**config.mk**
```make
export PLATFORM = sky130hd
export DESIGN_NAME = dma_sched
export DESIGN_NICKNAME = d
export VERILOG_FILES = /design/src/rtl/dma_pkg.sv /design/src/rtl/dma_desc_fifo.sv /design/src/rtl/dma_sched.sv
export SDC_FILE = /design/constraint.sdc
export NUM_CORES = 1
export LEC_CHECK = 0
export BUFFER_PORTS_ARGS = -buffer_cell sky130_fd_sc_hd__buf_4
export CAP_MARGIN = 20
export CORE_MARGIN = 2
export CORE_UTILIZATION = 45
export DETAILED_ROUTE_END_ITERATION = 10
export GPL_ROUTABILITY_DRIVEN = 0
export MAX_ROUTING_LAYER = met4
export PLACE_DENSITY = 0.64
export SYNTH_ARGS = -nofsm -noshare
export SYNTH_HDL_FRONTEND = slang
export SYNTH_HIERARCHICAL = 1
export SYNTH_SLANG_ARGS = --single-unit
export TNS_END_PERCENT = 30
```
**constraint.sdc**
```tcl
create_clock -name clk -period 11 [get_ports clk]
set_clock_uncertainty 0.2 [all_clocks]
set_input_delay 2.2 -clock clk [delete_from_list [all_inputs] [get_ports clk]]
set_output_delay 2.2 -clock clk [all_outputs]
set_load 0.02 [all_outputs]
```
**src/rtl/dma_pkg.sv**
```systemverilog
// Shared DMA definitions: parameter register offsets, scheduler FSM encoding
// and the 40-bit descriptor layout used by the descriptor queue.
package dma_pkg;

  localparam logic [2:0] REG_START = 3'd0;
  localparam logic [2:0] REG_SRCL  = 3'd1;
  localparam logic [2:0] REG_SRCH  = 3'd2;
  localparam logic [2:0] REG_DSTL  = 3'd3;
  localparam logic [2:0] REG_DSTH  = 3'd4;
  localparam logic [2:0] REG_N     = 3'd5;

  localparam logic [2:0] LOAD_LAST = 3'd5;
  localparam int         DESC_W    = 40;

  typedef enum logic [1:0] {
    ST_IDLE = 2'd0,
    ST_LOAD = 2'd1,
    ST_WAIT = 2'd2,
    ST_ACK  = 2'd3
  } state_e;

  typedef struct packed {
    logic [7:0] n;
    logic [7:0] dst_hi;
    logic [7:0] dst_lo;
    logic [7:0] src_hi;
    logic [7:0] src_lo;
  } desc_t;

  // START is written last so the DMA only kicks off once all parameters are in place.
  function automatic logic [2:0] load_reg(input logic [2:0] idx);
    case (idx)
      3'd0:    load_reg = REG_SRCL;
      3'd1:    load_reg = REG_SRCH;
      3'd2:    load_reg = REG_DSTL;
      3'd3:    load_reg = REG_DSTH;
      3'd4:    load_reg = REG_N;
      default: load_reg = REG_START;
    endcase
  endfunction

  function automatic logic [7:0] load_byte(input desc_t d, input logic [2:0] idx);
    case (idx)
      3'd0:    load_byte = d.src_lo;
      3'd1:    load_byte = d.src_hi;
      3'd2:    load_byte = d.dst_lo;
      3'd3:    load_byte = d.dst_hi;
      3'd4:    load_byte = d.n;
      default: load_byte = 8'hFF;
    endcase
  endfunction

endpackage

```
**src/rtl/dma_desc_fifo.sv**
```systemverilog
// Synchronous descriptor FIFO. A flush can optionally keep the current head,
// which is the entry the scheduler is transferring.
module dma_desc_fifo #(
  parameter int DEPTH = 4,
  parameter int W     = 40
) (
  input  logic                       clk,
  input  logic                       rst,
  input  logic                       push_i,
  input  logic                       pop_i,
  input  logic                       flush_i,
  input  logic                       flush_keep_head_i,
  input  logic [W-1:0]               wdata_i,
  output logic [W-1:0]               rdata_o,
  output logic                       full_o,
  output logic                       empty_o,
  output logic [$clog2(DEPTH):0]     count_o
);

  localparam int PW = $clog2(DEPTH);
  localparam int CW = PW + 1;

  logic [W-1:0]  mem_q [DEPTH];
  logic [PW-1:0] rptr_q, rptr_d;
  logic [PW-1:0] wptr_q, wptr_d;
  logic [CW-1:0] count_q, count_d;
  logic          push_ok_s, pop_ok_s, keep_s, we_s;

  assign full_o  = (count_q == CW'(DEPTH));
  assign empty_o = (count_q == {CW{1'b0}});
  assign count_o = count_q;
  assign rdata_o = mem_q[rptr_q];

  always_comb begin
    pop_ok_s  = pop_i && !empty_o;
    // A pop frees the slot in the same edge, so a push into a full queue is accepted.
    push_ok_s = push_i && (!full_o || pop_ok_s);
    keep_s    = flush_keep_head_i && !empty_o;
    rptr_d    = rptr_q;
    wptr_d    = wptr_q;
    count_d   = count_q;
    we_s      = 1'b0;
    if (flush_i) begin
      rptr_d  = rptr_q + PW'(keep_s && pop_ok_s);
      wptr_d  = rptr_q + PW'(keep_s);
      count_d = CW'(keep_s && !pop_ok_s);
    end else begin
      rptr_d  = rptr_q + PW'(pop_ok_s);
      wptr_d  = wptr_q + PW'(push_ok_s);
      count_d = count_q + CW'(push_ok_s) - CW'(pop_ok_s);
      we_s    = push_ok_s;
    end
  end

  always_ff @(posedge clk) begin
    if (rst) begin
      rptr_q  <= {PW{1'b0}};
      wptr_q  <= {PW{1'b0}};
      count_q <= {CW{1'b0}};
    end else begin
      rptr_q  <= rptr_d;
      wptr_q  <= wptr_d;
      count_q <= count_d;
    end
  end

  always_ff @(posedge clk) begin
    if (we_s) begin
      mem_q[wptr_q] <= wdata_i;
    end
  end

endmodule

```
**src/rtl/dma_sched.sv**
```systemverilog
// Descriptor-queue scheduler: CPU register window, descriptor FIFO and the FSM
// that programs the DMA one descriptor at a time and raises irq when drained.
module dma_sched
  import dma_pkg::*;
#(
  parameter int          DEPTH    = 4,
  parameter logic [15:0] BASE     = 16'h0110,
  parameter logic [15:0] DMA_BASE = 16'h0100
) (
  input  logic        clk,
  input  logic        rst,
  input  logic [15:0] auxdaddr,
  input  logic [7:0]  auxdin,
  input  logic        auxwe,
  output logic [7:0]  auxdout,
  output logic        auxdoutsel,
  input  logic        ack,
  output logic        irq,
  output logic        dmasel,
  output logic [15:0] dmaaddr,
  output logic [7:0]  dmadin,
  input  logic        dmairq,
  output logic        dmaack
);

  localparam int CW = $clog2(DEPTH) + 1;

  state_e        state_q, state_d;
  logic [2:0]    idx_q, idx_d;
  desc_t         stage_q, stage_d;
  logic          ien_q, ien_d;
  logic          ovf_q, ovf_d;
  logic          irq_q, irq_d;

  logic [15:0]   off_s;
  logic          win_s, wr_s, ctrl_wr_s, push_s, flush_s, pop_s;
  logic          busy_s, more_s, irq_set_s;
  logic          full_s, empty_s;
  logic [CW-1:0] count_s;
  desc_t         head_s;
  logic [7:0]    status_s, rd_s;
  logic          unused_ctrl_bits_s;

  assign off_s      = auxdaddr - BASE;
  assign win_s      = (off_s < 16'd7);
  assign wr_s       = auxwe && win_s;
  assign ctrl_wr_s  = wr_s && (off_s == 16'd0);
  assign push_s     = ctrl_wr_s && auxdin[0];
  assign flush_s    = ctrl_wr_s && auxdin[1];
  assign pop_s      = (state_q == ST_ACK);
  assign busy_s     = (state_q != ST_IDLE);
  // A flush in ACK leaves nothing behind the popped head, so the queue ends there.
  assign more_s     = (count_s > CW'(1)) && !flush_s;
  assign unused_ctrl_bits_s = ^auxdin[6:3];

  dma_desc_fifo #(
    .DEPTH (DEPTH),
    .W     (DESC_W)
  ) u_fifo (
    .clk               (clk),
    .rst               (rst),
    .push_i            (push_s),
    .pop_i             (pop_s),
    .flush_i           (flush_s),
    .flush_keep_head_i (busy_s),
    .wdata_i           (stage_q),
    .rdata_o           (head_s),
    .full_o            (full_s),
    .empty_o           (empty_s),
    .count_o           (count_s)
  );

  always_comb begin
    state_d   = state_q;
    idx_d     = idx_q;
    irq_set_s = 1'b0;
    case (state_q)
      ST_IDLE: begin
        if (!empty_s && !flush_s) begin
          state_d = ST_LOAD;
          idx_d   = 3'd0;
        end else begin
          state_d = ST_IDLE;
        end
      end
      ST_LOAD: begin
        if (idx_q == LOAD_LAST) begin
          state_d = ST_WAIT;
          idx_d   = 3'd0;
        end else begin
          idx_d   = idx_q + 3'd1;
        end
      end
      ST_WAIT: begin
        if (dmairq) begin
          state_d = ST_ACK;
        end else begin
          state_d = ST_WAIT;
        end
      end
      ST_ACK: begin
        if (more_s) begin
          state_d = ST_LOAD;
          idx_d   = 3'd0;
        end else begin
          state_d   = ST_IDLE;
          irq_set_s = ien_q;
        end
      end
      default: begin
        state_d = ST_IDLE;
        idx_d   = 3'd0;
      end
    endcase
  end

  always_comb begin
    stage_d = stage_q;
    ien_d   = ien_q;
    ovf_d   = ovf_q;
    irq_d   = irq_q;
    if (wr_s) begin
      case (off_s[2:0])
        3'd0: begin
          ien_d = auxdin[7];
          if (auxdin[2]) begin
            ovf_d = 1'b0;
          end else begin
            ovf_d = ovf_q;
          end
        end
        3'd1:    stage_d.src_lo = auxdin;
        3'd2:    stage_d.src_hi = auxdin;
        3'd3:    stage_d.dst_lo = auxdin;
        3'd4:    stage_d.dst_hi = auxdin;
        3'd5:    stage_d.n      = auxdin;
        default: stage_d        = stage_q;
      endcase
    end else begin
      stage_d = stage_q;
    end
    if (push_s && !flush_s && full_s && !pop_s) begin
      ovf_d = 1'b1;
    end else begin
      ovf_d = ovf_d;
    end
    if (irq_set_s) begin
      irq_d = 1'b1;
    end else if (ack) begin
      irq_d = 1'b0;
    end else begin
      irq_d = irq_q;
    end
  end

  always_ff @(posedge clk) begin
    if (rst) begin
      state_q <= ST_IDLE;
      idx_q   <= 3'd0;
      stage_q <= '0;
      ien_q   <= 1'b0;
      ovf_q   <= 1'b0;
      irq_q   <= 1'b0;
    end else begin
      state_q <= state_d;
      idx_q   <= idx_d;
      stage_q <= stage_d;
      ien_q   <= ien_d;
      ovf_q   <= ovf_d;
      irq_q   <= irq_d;
    end
  end

  assign status_s = {busy_s, full_s, empty_s, ovf_q, ien_q, 3'(count_s)};

  always_comb begin
    rd_s = 8'h00;
    case (off_s[2:0])
      3'd0:    rd_s = {ien_q, 7'b0000000};
      3'd1:    rd_s = stage_q.src_lo;
      3'd2:    rd_s = stage_q.src_hi;
      3'd3:    rd_s = stage_q.dst_lo;
      3'd4:    rd_s = stage_q.dst_hi;
      3'd5:    rd_s = stage_q.n;
      3'd6:    rd_s = status_s;
      default: rd_s = 8'h00;
    endcase
  end

  assign auxdoutsel = win_s;
  assign auxdout    = win_s ? rd_s : 8'h00;
  assign irq        = irq_q;
  assign dmasel     = busy_s;
  assign dmaack     = (state_q == ST_ACK);
  assign dmaaddr    = (state_q == ST_LOAD) ? (DMA_BASE + {13'd0, load_reg(idx_q)}) : 16'h0000;
  assign dmadin     = (state_q == ST_LOAD) ? load_byte(head_s, idx_q) : 8'h00;

endmodule
```
==> metrics.txt, run 1 <==
Synth Area in Adders=1.43%; distinct cell type count after synthesis=61; die height=147 um; Iter 0 DRT Violations=562; Synth Area in Compound Gates=6.28%; hold depth=2; largest family of logic cells by synthesized area=multiplexers; layout overhead on the synthesized area=14.4%; vias per cell=5.74; Design Area, Final=10600 um^2; CTS HTree Levels=1; commonest register cell after synthesis=edfxtp_1; headroom to the max-slew limit=40.0%; Routed WL per cell=21.8 um; Post-Syn Area=9260 um^2; CTS Hold Bufs=0; Data required, critical path=8.60 ns; post-synthesis cell count=631; most frequent cells in the layout=edfxtp_1, nor2_1, buf_4; first-pass GRT wire length=32700 um; share of cells above drive strength 1=22.7%; arrival time at the worst endpoint=3.72 ns; fraction of registers with async set/reset=0%; #FFs+latches synth=215; worst setup path class=input port to primary output; core area=20200 um^2; Reg2Reg Depth=9; fin cells=962; max cap viols=0; Simple-Gate Fraction of Synth Area=8.28%; DP HPWL=13400 um; met3 wire len=1300 um; number of buffers added for setup after CTS=0; Detail Route met2 WL=9920 um; Synth Area in XOR/XNOR=0.568%; Clock Latency Late Sink=0.49 ns; row count=52; Pre-antenna DRT Iters=5; max-slew violation count=0; Worst VDD drop=0.109 mV; Initial Util=45.8%; status=complete, no violations; sequential share of the synthesized area=63.8%; Die Wd=147 um; Setup Viol. Count Final=0; f_max=0.163 GHz; startpoint types=input port; Remaining Overflow, GRT=0; ANT nets after route=0; static leakage=3.82 nW; fin crit period=6.12 ns; hold crit path type=flip-flop to flip-flop; commonest non-fill, non-tap cell in the layout=edfxtp_1; DRC viols=0; detailed-route wire length=20900 um; initial antenna violation count=0; setup_tns=0 ns; Post-synth EDFFs=160; nets=715; port bufs=52; Placed Area=9820 um^2; post_cts resized=0; largest net degree at the start of global routing=57; M1 wire length=9310 um; Via Count=5518; clk root buf=clkbuf_16; CTS Sinks=215; Highest Signal Layer=met4; num ports=65; CTS tree=built; multiplexer share of the synthesized area=16.0%; Worst setup EP type=primary output; clk buf depth=3; unrepaired setup endpoints after global routing=false; top cells by area in the synthesized netlist=edfxtp_1, dfxtp_1, mux4_2; antenna cells=0; Mapped Avg Cell Area=14.7 um^2; Worst Path Max Fanout=9; Clock transition at path regs=0.06 ns; placed insts=922; period utilisation layout=55.6%; measured slew at the worst slew-check pin=0.897 ns; vias in the first global route=5629; total CTS buffers=22; Power Density=167 nW/um^2; Final Hold Viols=0; Synth area leader=edfxtp_1; synth warn=6; Synth top area share=51.9%; GRT Resource Usage Total=20.3%; setup slack, reg-to-reg=8.33 ns; DIE AREA=21700 um^2
[Yosys cell counts, types with 2 or more instances]
| cell type | number |
|---|---|
| and4_4 | 3 |
| nand3_1 | 4 |
| mux4_2 | 41 |
| mux2_2 | 6 |
| buf_6 | 2 |
| clkbuf_1 | 24 |
| buf_4 | 12 |
| nand4_1 | 3 |
| buf_1 | 2 |
| nand2b_1 | 3 |
| nor3_1 | 4 |
| or4b_4 | 2 |
| and4_1 | 3 |
| o21ai_0 | 13 |
| edfxtp_1 | 160 |
| nor2b_1 | 7 |
| xnor2_1 | 6 |
| nand2_1 | 34 |
| buf_8 | 2 |
| nor4_1 | 5 |
| inv_1 | 11 |
| ha_1 | 9 |
| a21o_1 | 2 |
| buf_2 | 8 |
| a211oi_1 | 6 |
| or2_2 | 3 |
| a311oi_1 | 3 |
| and3_1 | 3 |
| a31oi_1 | 4 |
| dfxtp_1 | 55 |
| o22ai_1 | 6 |
| and2_1 | 3 |
| o21a_1 | 7 |
| a21oi_1 | 28 |
| nor3b_1 | 3 |
| mux2i_1 | 49 |
| nor2_1 | 63 |
| a221oi_1 | 9 |
[power by group]
group | internal [W] | switching [W]
Clock | 0.000487 | 0.000290
Combinational | 0.0000397 | 0.0000829
Sequential | 0.000863 | 0.00000452
Total | 0.00139 | 0.000377
[per-layer routing]
metal	vias to the layer above	GRT usage (%)
met4	0	5.38
li1	2495	-
met3	33	2.50
met1	2773	28.6
met5	-	-
met2	217	31.8
[metrics by stage]
step	power [W]	hold WS [ns]	util [%]	worst slack, ns
floorplan	0.000959	0.233	-	2.67
global placement	0.00100	0.258	48.5	5.03
detailed placement	0.00101	0.260	48.5	4.91
CTS	0.00178	0.269	52.3	4.90
global route	0.00183	0.310	52.3	4.82
finish	0.00177	0.275	52.3	4.88
[final timing paths]
path / from / end
setup / recovery: auxdaddr[8] / auxdout[0]
hold reg to reg: ovf_q$_SDFFE_PP0P_ / ovf_q$_SDFFE_PP0P_
hold / removal: ovf_q$_SDFFE_PP0P_ / ovf_q$_SDFFE_PP0P_
setup reg to reg: u_fifo/count_o[1]$_SDFF_PP0_ / u_fifo/count_o[2]$_SDFF_PP0_
[kinds of logic after synthesis]
logic type,after synthesis
simple gates,152
other cells,1
flops,215
buf+inv,63
compound gates,88
xor+xnor,6
mux,96
fa+ha+maj,10
[critical path, stage by stage]
cell	delay (ns)
buf_4	0.11
or4b_4	0.54
o21ai_4	0.13
nand2b_2	0.21
a211oi_1	0.32
buf_4	0.21
[sequential cells by signal, indices dropped and copies added, names as in the netlist]
| register | cells |
|---|---|
| state_q | 2 |
| u_fifo/rptr_q | 2 |
| ien_q | 1 |
| ovf_q | 1 |
| irq | 1 |
| idx_q | 3 |
| u_fifo/count_o | 3 |
| u_fifo/mem_q | 160 |
| u_fifo/wptr_q | 2 |
| stage_q | 40 |
[area by class of cell]
type / instances / area, um^2
Inverter: 13 / 53.8
Fill cell: 1667 / 9640
Sequential cell: 215 / 5910
Clock inverter: 8 / 150
Timing Repair Buffer: 60 / 450
Multi-Input combinational cell: 364 / 3070
Clock buffer: 32 / 619
Tap cell: 270 / 338
(Power assumes the default switching activity.)
==> inputs of run 2 (changes only) <==
- ABC_AREA: default -> 1
- PLACE_DENSITY: 0.64 -> 0.67
- clock period: 11 -> 5 ns (I/O delays scaled with it)
==> run 2 against run 1 <==
Effect of this change:
- worst hold slack got worse by 0.0012 ns
- setup slack worse by 3.9 ns
- die area down 1.5%
- final cell count increased by 22%
- first-iteration DRC count increased by 30%
- clock power grew 99%
- routed wire length grew 7.2%
- clock-buffer cell count is 5 lower
- register-to-register slack worse by 5.9 ns
- power rose by 130%
- flip-flop and latch count unchanged
==> metrics.txt, run 2 <==
num ports=65 (unchanged); met1 usage=28.0% (-0.67 points); Worst Path Max Fanout=10 (+1); max-slew violation count=0 (unchanged); max cap viols=0 (unchanged); #FFs+latches synth=215 (unchanged); Data required, critical path=3.80 ns (-4.80 ns); commonest register cell after synthesis=edfxtp_1; initial antenna violation count=0 (unchanged); max FFs per register=160 (unchanged); first-pass GRT wire length=35000 um (+7.0%); measured slew at the worst slew-check pin=0.888 ns (-0.00912 ns); port bufs=52 (unchanged); Top reg by flops=u_fifo/mem_q; clk buf depth=3 (unchanged); hold crit path type=flip-flop to flip-flop; CTS Sinks=215 (unchanged); static leakage=3.63 nW (-5.0%); status=complete, no violations; antenna cells=0 (unchanged); Post-Place Worst Slack=1.01 ns (-3.90 ns); DIE AREA=21400 um^2 (-1.5%); Crit path buffers/inverters=4 (+2); vias in the first global route=6213 (+10%); CP max stage delay=0.65 ns (+0.11 ns); f_max=0.249 GHz; CTS tree=built; headroom to the max-slew limit=40.3% (+0.38 points); Final Util=51.9% (-0.45 points); largest family of logic cells by synthesized area=compound AO/OA/AOI/OAI gates; HP Start=irq$_SDFFE_PP0P_; layout overhead on the synthesized area=14.1%; GRT Resource Usage Total=21.5% (+1.2 points); Clock Latency Late Sink=0.49 ns (about the same); core area=20000 um^2 (-0.96%); Synth top cells by count=edfxtp_1, o21ai_0, nor2_1; Critical path origin=idx_q[2]$_SDFFE_PP0P_; Pre-antenna DRT Iters=7 (+2); DRC viols=0 (unchanged); worst setup path class=flip-flop to primary output; Fillers=1798 (+7.9%); Initial Util=45.5% (-0.28 points); GR Layer Usage met3=2.09% (-0.41 points); Power Density=397 nW/um^2 (+140%); worst-path cell chain=inv_1, ha_1, buf_4, nor3_1, inv_1, a31oi_1, buf_4; Synth Area in Compound Gates=15.7% (+9.5 points); Die Wd=146 um (-0.77%); CTS HTree Levels=1 (unchanged); Post-synth EDFFs=160 (unchanged); grt peak-use layer=met2; grt met2 use=36.1% (+4.4 points); fraction of registers with async set/reset=0% (unchanged); arrival time at the worst endpoint=2.82 ns (-0.90 ns); detailed-route wire length=22400 um (+7.2%); most frequent cells in the layout=edfxtp_1, o21ai_0, nor2_1; post-synthesis cell count=840 (+33%); Top delay family on crit path=buffers and inverters; row count=52 (unchanged); sequential share of the synthesized area=64.8% (+1.0 points); nets=929 (+30%); period utilisation layout=80.4%; Setup Viol. Count Final=0 (unchanged); vias per cell=5.55 (-3.3%); largest net degree at the start of global routing=81 (+42%); ANT nets after route=0 (unchanged); Clock transition at path regs=0.06 ns (about the same); fin crit period=4.02 ns; share of cells above drive strength 1=13.7% (-9.0 points); startpoint types=flip-flop; Synth Area in Adders=1.46% (+0.023 points); top cells by area in the synthesized netlist=edfxtp_1, dfxtp_1, o21ai_0; unrepaired setup endpoints after global routing=false; clk root buf=clkbuf_16; multiplexer share of the synthesized area=0% (-16 points); Final Hold Viols=0 (unchanged); Synth Area in XOR/XNOR=0.288% (-0.28 points); Remaining Overflow, GRT=0 (unchanged); number of buffers added for setup after CTS=0 (unchanged); Simple-Gate Fraction of Synth Area=11.6% (+3.3 points); top-count cell post-synth=edfxtp_1; PnR worst setup slack=0.982 ns (-3.90 ns); setup_tns=0 ns (unchanged); CTS Hold Bufs=0 (unchanged); Mapped Avg Cell Area=10.8 um^2 (-26%); Routed WL per cell=19.1 um (-12%); DP HPWL=14700 um (+9.8%); Synth top area share=52.7% (+0.83 points); largest registers=u_fifo/mem_q (160), stage_q (40); total CTS buffers=21 (-4.5%); Post-Syn Area=9110 um^2 (-1.6%); post_cts resized=0 (unchanged); Iter 0 DRT Violations=733 (+30%); synth warn=6 (unchanged); reg-to-reg startpoint=state_q[1]$_SDFFE_PP0P_; commonest non-fill, non-tap cell in the layout=edfxtp_1; Worst VDD drop=0.320 mV (+190%); Worst setup EP type=primary output; Via Count=6514 (+18%); die height=146 um (-0.77%); distinct cell type count after synthesis=40 (-34%); CP max stage cell=nor3_1; Synth area leader=edfxtp_1
==> run 2: path summary, 6_finish.rpt <==
| check | to | depth (start not counted) | slack (ns) |
|---|---|---|---|
| min | irq$_SDFFE_PP0P_ | 2 | 0.27 |
| min reg2reg | irq$_SDFFE_PP0P_ | 2 | 0.27 |
| max reg2reg | u_fifo/mem_q[2][39]$_DFFE_PP_ | 6 | 2.41 |
| max | dmadin[6] | 7 | 0.98 |
==> run 2: final cells by class <==
| class | instances | area [um^2] | share of cell area [%] |
|---|---|---|---|
| Sequential cell | 215 | 5910 | 56.8 |
| Multi-Input combinational cell | 520 | 2720 | 26.1 |
| Clock buffer | 27 | 568 | 5.46 |
| Timing Repair Buffer | 67 | 515 | 4.96 |
| Tap cell | 270 | 338 | 3.25 |
| Inverter | 65 | 246 | 2.37 |
| Clock inverter | 10 | 108 | 1.03 |
==> run 2: report_power, final <==
| group | switching [W] | internal (W) |
|---|---|---|
| logic | 0.000439 | 0.000212 |
| clock network | 0.000639 | 0.000907 |
| registers | 0.0000195 | 0.00191 |
==> run 2: worst min-delay path: cells and delay by family (launching register included) <==
kind | cells | cell delay, ns
compound gates | 1 | 0.05
flops | 1 | 0.31
simple gates | 1 | 0.06
==> run 2: cell families (layout without fill, tap and decap cells) <==
| group | count (synthesis) | in the layout |
|---|---|---|
| adders and majority gates | 10 | 10 |
| other | 1 | 12 |
| DFF | 215 | 215 |
| AOI/OAI and AO/OA | 257 | 257 |
| buffers and inverters | 116 | 169 |
| and+or+nand+nor | 238 | 238 |
| xor gates and xnor gates | 3 | 3 |
==> run 2: stage by stage <==
stage	hold WS (ns)	instances	power [W]	cell area [um^2]
floorplan	0.248	851	0.00235	9160
global placement	0.261	1137	0.00261	9730
detailed placement	0.267	1137	0.00262	9730
CTS	0.277	1174	0.00414	10400
global route	0.305	1174	0.00428	10400
finish	0.273	1174	0.00412	10400
==> run 2: per-layer routing <==
layer / share of wire (%) / wire length [um]
met5: 0 / 0
met4: 2.5 / 551
met3: 6.6 / 1480
met2: 50 / 11200
met1: 41 / 9240
